## src/rtl/dmem_arbiter.sv

```systemverilog
// Round-robin two-port arbiter in front of the single-port data memory; illegal accesses are rejected with ack+err.
// Optional build macro DMEM_ARB_LOCK_EN adds pN_lock inputs and the HOLD state for locked access sequences.
module dmem_arbiter #(
  parameter int unsigned ADDR_W     = 32,
  parameter int unsigned MEM_BYTES  = 4096,
  parameter int unsigned RESET_PRIO = 0
) (
  input  logic              clk,
  input  logic              rstn,
  input  logic              p0_req,
  input  logic              p0_we,
  input  logic [ADDR_W-1:0] p0_addr,
  input  logic [31:0]       p0_wdata,
  input  logic [1:0]        p0_lwhb,
  input  logic [1:0]        p0_swhb,
  input  logic              p0_lu,
  input  logic [ADDR_W-1:0] p0_pc,
  input  logic              p1_req,
  input  logic              p1_we,
  input  logic [ADDR_W-1:0] p1_addr,
  input  logic [31:0]       p1_wdata,
  input  logic [1:0]        p1_lwhb,
  input  logic [1:0]        p1_swhb,
  input  logic              p1_lu,
`ifdef DMEM_ARB_LOCK_EN
  input  logic              p0_lock,
  input  logic              p1_lock,
`endif
  output logic              p0_ack,
  output logic              p0_err,
  output logic [31:0]       p0_rdata,
  output logic              p0_stall,
  output logic              p1_ack,
  output logic              p1_err,
  output logic [31:0]       p1_rdata,
  output logic              mem_we,
  output logic [ADDR_W-1:0] mem_a,
  output logic [31:0]       mem_wd,
  output logic [1:0]        mem_lwhb,
  output logic [1:0]        mem_swhb,
  output logic              mem_lu,
  output logic [ADDR_W-1:0] mem_pc,
  input  logic [31:0]       mem_rd
);

  localparam logic [1:0] ST_IDLE = 2'd0;
  localparam logic [1:0] ST_BUSY = 2'd1;
  localparam logic [1:0] ST_HOLD = 2'd2;
  localparam int unsigned EXT_W = ADDR_W + 1;

  logic [1:0]        r_state, w_state_nxt;
  logic              r_owner, w_owner_nxt;
  logic              r_last, w_last_nxt;

  logic              w_we, w_lu, w_lock, w_own_req, w_illegal, w_busy;
  logic [ADDR_W-1:0] w_addr;
  logic [31:0]       w_wdata, w_rdata;
  logic [1:0]        w_lwhb, w_swhb, w_size, w_cand;
  logic [2:0]        w_bytes;
  logic [EXT_W-1:0]  w_end;

  // Owner's request fields
  assign w_we      = r_owner ? p1_we    : p0_we;
  assign w_addr    = r_owner ? p1_addr  : p0_addr;
  assign w_wdata   = r_owner ? p1_wdata : p0_wdata;
  assign w_lwhb    = r_owner ? p1_lwhb  : p0_lwhb;
  assign w_swhb    = r_owner ? p1_swhb  : p0_swhb;
  assign w_lu      = r_owner ? p1_lu    : p0_lu;
  assign w_own_req = r_owner ? p1_req   : p0_req;
`ifdef DMEM_ARB_LOCK_EN
  assign w_lock    = r_owner ? p1_lock  : p0_lock;
`else
  assign w_lock    = 1'b0;
`endif
  assign w_busy    = (r_state == ST_BUSY);

  // Legality: size code, alignment, and last touched byte inside memory
  always_comb begin
    w_size  = w_we ? w_swhb : w_lwhb;
    w_bytes = 3'd0;
    case (w_size)
      2'b11:   w_bytes = 3'd4;
      2'b10:   w_bytes = 3'd2;
      2'b01:   w_bytes = 3'd1;
      default: w_bytes = 3'd0;
    endcase
    w_end     = EXT_W'(w_addr) + EXT_W'(w_bytes) - EXT_W'(1);
    w_illegal = (w_size == 2'b00)
              | ((w_size == 2'b11) & (w_addr[1:0] != 2'b00))
              | ((w_size == 2'b10) & w_addr[0])
              | (w_end >= EXT_W'(MEM_BYTES));
  end

  always_ff @(posedge clk or negedge rstn) begin
    if (!rstn) begin
      r_state <= ST_IDLE;
      r_owner <= 1'b0;
      r_last  <= ~1'(RESET_PRIO);
    end else begin
      r_state <= w_state_nxt;
      r_owner <= w_owner_nxt;
      r_last  <= w_last_nxt;
    end
  end

  // Next state; the port served in BUSY has its still-high req treated as consumed
  always_comb begin
    w_state_nxt = r_state;
    w_owner_nxt = r_owner;
    w_last_nxt  = r_last;
    w_cand      = {p1_req, p0_req};
    if (w_busy) w_cand[r_owner] = 1'b0;
    case (r_state)
      ST_HOLD: begin
        if (w_own_req) begin
          w_state_nxt = ST_BUSY;
          w_last_nxt  = r_owner;
        end
      end
      default: begin
        if (w_busy && w_lock) begin
          w_state_nxt = ST_HOLD;
        end else if (w_cand == 2'b11) begin
          w_state_nxt = ST_BUSY;
          w_owner_nxt = ~r_last;
          w_last_nxt  = ~r_last;
        end else if (w_cand[0]) begin
          w_state_nxt = ST_BUSY;
          w_owner_nxt = 1'b0;
          w_last_nxt  = 1'b0;
        end else if (w_cand[1]) begin
          w_state_nxt = ST_BUSY;
          w_owner_nxt = 1'b1;
          w_last_nxt  = 1'b1;
        end else begin
          w_state_nxt = ST_IDLE;
        end
      end
    endcase
  end

  // Memory port and responses, live only while BUSY
  always_comb begin
    mem_we   = 1'b0;
    mem_a    = '0;
    mem_wd   = '0;
    mem_lwhb = 2'b00;
    mem_swhb = 2'b00;
    mem_lu   = 1'b0;
    mem_pc   = '0;
    p0_ack   = 1'b0;
    p0_err   = 1'b0;
    p0_rdata = '0;
    p1_ack   = 1'b0;
    p1_err   = 1'b0;
    p1_rdata = '0;
    w_rdata  = (w_we | w_illegal) ? 32'd0 : mem_rd;
    if (w_busy) begin
      mem_we   = w_we & ~w_illegal;
      mem_a    = w_addr;
      mem_wd   = w_wdata;
      mem_lwhb = w_illegal ? 2'b00 : w_lwhb;
      mem_swhb = w_illegal ? 2'b00 : w_swhb;
      mem_lu   = w_lu;
      mem_pc   = r_owner ? '0 : p0_pc;
      if (r_owner) begin
        p1_ack   = 1'b1;
        p1_err   = w_illegal;
        p1_rdata = w_rdata;
      end else begin
        p0_ack   = 1'b1;
        p0_err   = w_illegal;
        p0_rdata = w_rdata;
      end
    end
  end

  assign p0_stall = p0_req & ~(w_busy & ~r_owner);

endmodule

```

## config.mk

```make
export PLATFORM = sky130hd
export DESIGN_NAME = dmem_arbiter
export DESIGN_NICKNAME = d
export VERILOG_FILES = /design/src/rtl/dmem_arbiter.sv
export SDC_FILE = /design/constraint.sdc
export NUM_CORES = 1
export LEC_CHECK = 0
export CORE_AREA = 3 3 147 149
export DETAILED_ROUTE_END_ITERATION = 10
export DIE_AREA = 0 0 150 152
export PLACE_DENSITY = 0.63
export SKIP_CTS_REPAIR_TIMING = 1
export SLEW_MARGIN = 40
export SYNTH_ARGS = -nofsm -noshare
export SYNTH_HDL_FRONTEND = slang
export SYNTH_SLANG_ARGS = --single-unit
```

## constraint.sdc

```tcl
create_clock -name clk -period 26.2 [get_ports clk]
set_input_delay 7.86 -clock clk [delete_from_list [all_inputs] [get_ports clk]]
set_output_delay 7.86 -clock clk [all_outputs]
set_load 0.05 [all_outputs]
```

==> metrics.md <==
| Metric | Value |
|---|---|
| ANT nets after route | `0` |
| Ys flop type | `dfrtp_1` |
| Seq/Total Area, Yosys | `0.0163` |
| Final instance area | `8700 µm²` |
| Syn Nets | `946` |
| WP data arrival | `13490 ps` |
| Rel. slew slack | `0.473` |
| Fmax | `about 47 MHz` |
| Async SR Flop Fraction | `1.00` |
| Clock slew at the register clock pins of the worst setup and hold paths | `30 ps` |
| Tot GR Track Use | `0.194` |
| Gr ovfl total | `0` |
| VDD IR max | `26.2 µV` |
| Largest net degree at the start of global routing | `73` |
| Latest clock arrival within the worst-skew pair | `220 ps` |
| Total CTS buffers | `3` |
| Filler cells | `2092` |
| Fin nets | `1270` |
| Vias/cell | `5.01` |
| Layout cells sized above 1 | `0.0448` |
| Post-synth EDFFs | `0` |
| Io pins | `379` |
| Largest cells by area after synthesis | `mux2i_1, ha_1, nor2b_1` |
| Setup crit end kind | `primary output` |
| # clock sinks | `3` |
| Worst-case clock skew | `2.20 ps` |
| First-pass GRT wire length | `roughly 36000 µm` |
| Register bit total from synthesis | `3` |
| Warnings from Yosys | `0` |
| Slew at the pin closest to its max-slew limit | `approximately 800 ps` |
| Most frequent cell after synthesis | `nand3_1` |
| Synth top area share | `0.146` |
| Synthesized instance count | `703` |
| Hold Fails Final Rpt | `0` |
| Cell row count | `52` |
| Port buffer count | `378` |
| Slew Limit Fails | `0` |
| Max-cap violations | `0` |
| Die Wd | `150 µm` |
| Switching Fraction | `0.594` |
| P_leak | `3.26 nW` |
| Hold WC Path Type | `reg -> reg` |
| # setup viols final | `0` |
| Top post-synthesis cells by count | `nand3_1, mux2i_1, nor2b_1` |
| Critical Path Start Type | `primary input` |
| CTS root buffer | `clkbuf_16` |
| Sequential power share | `0.029` |
| Critical path fanouts, max | `34` |
| Placed wire-length estimate | `19100 µm` |
| Int Pwr | `0.181 mW` |
| Critical path type | `in -> out` |
| 1st-iter DRT viols | `roughly 370` |
| Comb pwr share | `0.917` |
| Gpl congestion | `0.897` |
| Post-layout util | `0.429` |
| Area leader, netlist | `mux2i_1` |
| Total Die Area | `22800 µm²` |
| CTS max path bufs | `2` |
| Final wirelength | `around 23000 µm` |
| Layout area overhead | `86.4%` |
| Overall via count from detail_route | `6500` |
| Net Sw Power | `between 0.2 and 0.3 mW` |
| Yosys cell types | `62` |
| Area after DPL | `8620 µm²` |
| Wire length per cell | `between 15 and 20 µm` |
| Initial antenna violation count | `3` |
| Post-route setup TNS | `0 ps` |
| Post-Syn Area | `4670 µm²` |
| H-Tree Depth | `1` |
| Vias in the first global route | `between 6000 and 7000` |
| Syn Area/Cell | `6.64 µm²` |
| RSZ-0062 raised after global routing | `false` |
| Drt pass-1 iters | `7` |
| WP data required | `about 18000 ps` |
| Initial core utilization | `0.230` |
| CTS tree | `done` |
| Tmin final | `21350 ps` |
| Die H | `152 µm` |
| # DRC | `0` |
| Final worst-path cycle share | `0.815` |
| Clock Power Share | `0.054` |
| Core area | `20300 µm²` |
| Cell area power density | `51.3 nW/µm²` |
| Outcome | `finished clean` |
-- path summary, 6_finish.rpt --
check,start,endpoint,slack [ps],cells past startpoint
max,p0_we,p0_rdata[29],4850,20
min,r_last$_DFFE_PN1P_,r_last$_DFFE_PN1P_,490,2
max reg2reg,r_state[0]$_DFF_PN0_,r_owner$_DFFE_PN0P_,24120,6
min reg2reg,r_last$_DFFE_PN1P_,r_last$_DFFE_PN1P_,490,2
max in group asynchronous,rstn,r_last$_DFFE_PN1P_,18150,1
min in group asynchronous,rstn,r_owner$_DFFE_PN0P_,7820,1
-- layout by cell type, fill, tap and decap left out, drive strengths merged, types with 6 or more instances in the layout --
| cell | synthesis | final |
|---|---|---|
| a211oi | 8 | 8 |
| a21oi | 41 | 41 |
| nor2b | 65 | 65 |
| inv | 42 | 42 |
| nand4 | 16 | 16 |
| o21ai | 27 | 27 |
| o21a | 8 | 8 |
| xor2 | 6 | 6 |
| nand2b | 8 | 8 |
| nor4 | 71 | 71 |
| nor3 | 7 | 7 |
| a21o | 7 | 7 |
| buf | 16 | 8 |
| clkdlybuf4s50 | 0 | 378 |
| and2 | 33 | 33 |
| ha | 34 | 34 |
| nand3 | 69 | 69 |
| nand2 | 42 | 42 |
| o211ai | 6 | 6 |
| nor2 | 26 | 26 |
| mux2i | 68 | 68 |
-- worst max-delay path: stages --
cell and delay, ps:
clkdlybuf4s50_1 440, inv_2 460, o21a_1 200, mux2_2 370, nand2_1 70, ha_1 220
inv_1 60, ha_1 180, inv_1 60, fa_1 340, nand2b_1 140, a21oi_1 190
o21ai_1 180, a211oi_1 420, nor2_1 110, xor2_1 270, nand4_4 330, buf_16 290
nor4_1 360, clkdlybuf4s50_1 910
-- layer usage --
| metal | track usage | part of all wire | routed length (µm) | up-vias |
|---|---|---|---|---|
| met5 | 0 | 0 | 0 | - |
| met4 | 0.0449 | 0.025 | 591 | 0 |
| met3 | 0.0354 | 0.077 | 1820 | 36 |
| met2 | 0.346 | 0.49 | 11500 | 287 |
| met1 | 0.240 | 0.41 | 9610 | 2958 |
| li1 | - | - | - | 3219 |
-- flip-flops by register name, summed over array words and instances (netlist names) --
| register | count |
|---|---|
| r_last | 1 |
| r_owner | 1 |
| r_state | 1 |
-- final cells by class --
cell class / count / area, µm² / area share
clock buffer: 4 / 78.8 / 0.00906
timing repair buffer: 386 / 3880 / 0.446
multi-input combinational: 591 / 4160 / 0.478
inverter: 42 / 158 / 0.0181
antenna: 1 / 2.50 / 0.000288
sequential: 3 / 81.3 / 0.00935
tap: 270 / 338 / 0.0388
-- power by group through the flow --
stage / clock network [mW] / logic, mW / registers (mW)
floorplan: 0 / 0.287 / 0.00684
global placement: 0 / 0.407 / 0.0131
detailed placement: 0 / 0.409 / 0.0131
CTS: 0.0245 / 0.411 / 0.0131
global route: 0.0251 / 0.442 / 0.0135
finish: 0.0242 / 0.410 / 0.0128
-- logic make-up (layout without fill, tap and decap cells) --
kind of cell             count (synthesis)  after routing  synth area share
AND/OR/NAND/NOR                        349            349             0.433
AO/OA/AOI/OAI                          124            124             0.182
buffers and inverters                  109            432            0.0970
multiplexers                            73             73             0.158
adder cells (fa/ha/maj)                 35             35            0.0954
XOR/XNOR                                10             10            0.0188
flip-flops                               3              3            0.0163
other                                    0              1                 0
-- per-stage QoR --
stage / instances / hold WS, ps / power (mW) / worst slack [ps]
6_report: 1297 / 487 / 0.447 / 4850
5_1_grt: 1297 / 504 / 0.481 / 4460
4_1_cts: 1296 / 492 / 0.449 / 4850
3_5_place_dp: 1292 / 487 / 0.422 / 4880
3_3_place_gp: 1290 / 478 / 0.420 / 4420
2_1_floorplan: 703 / 463 / 0.294 / 5930
No activity file was read; power rests on OpenSTA's default activity.
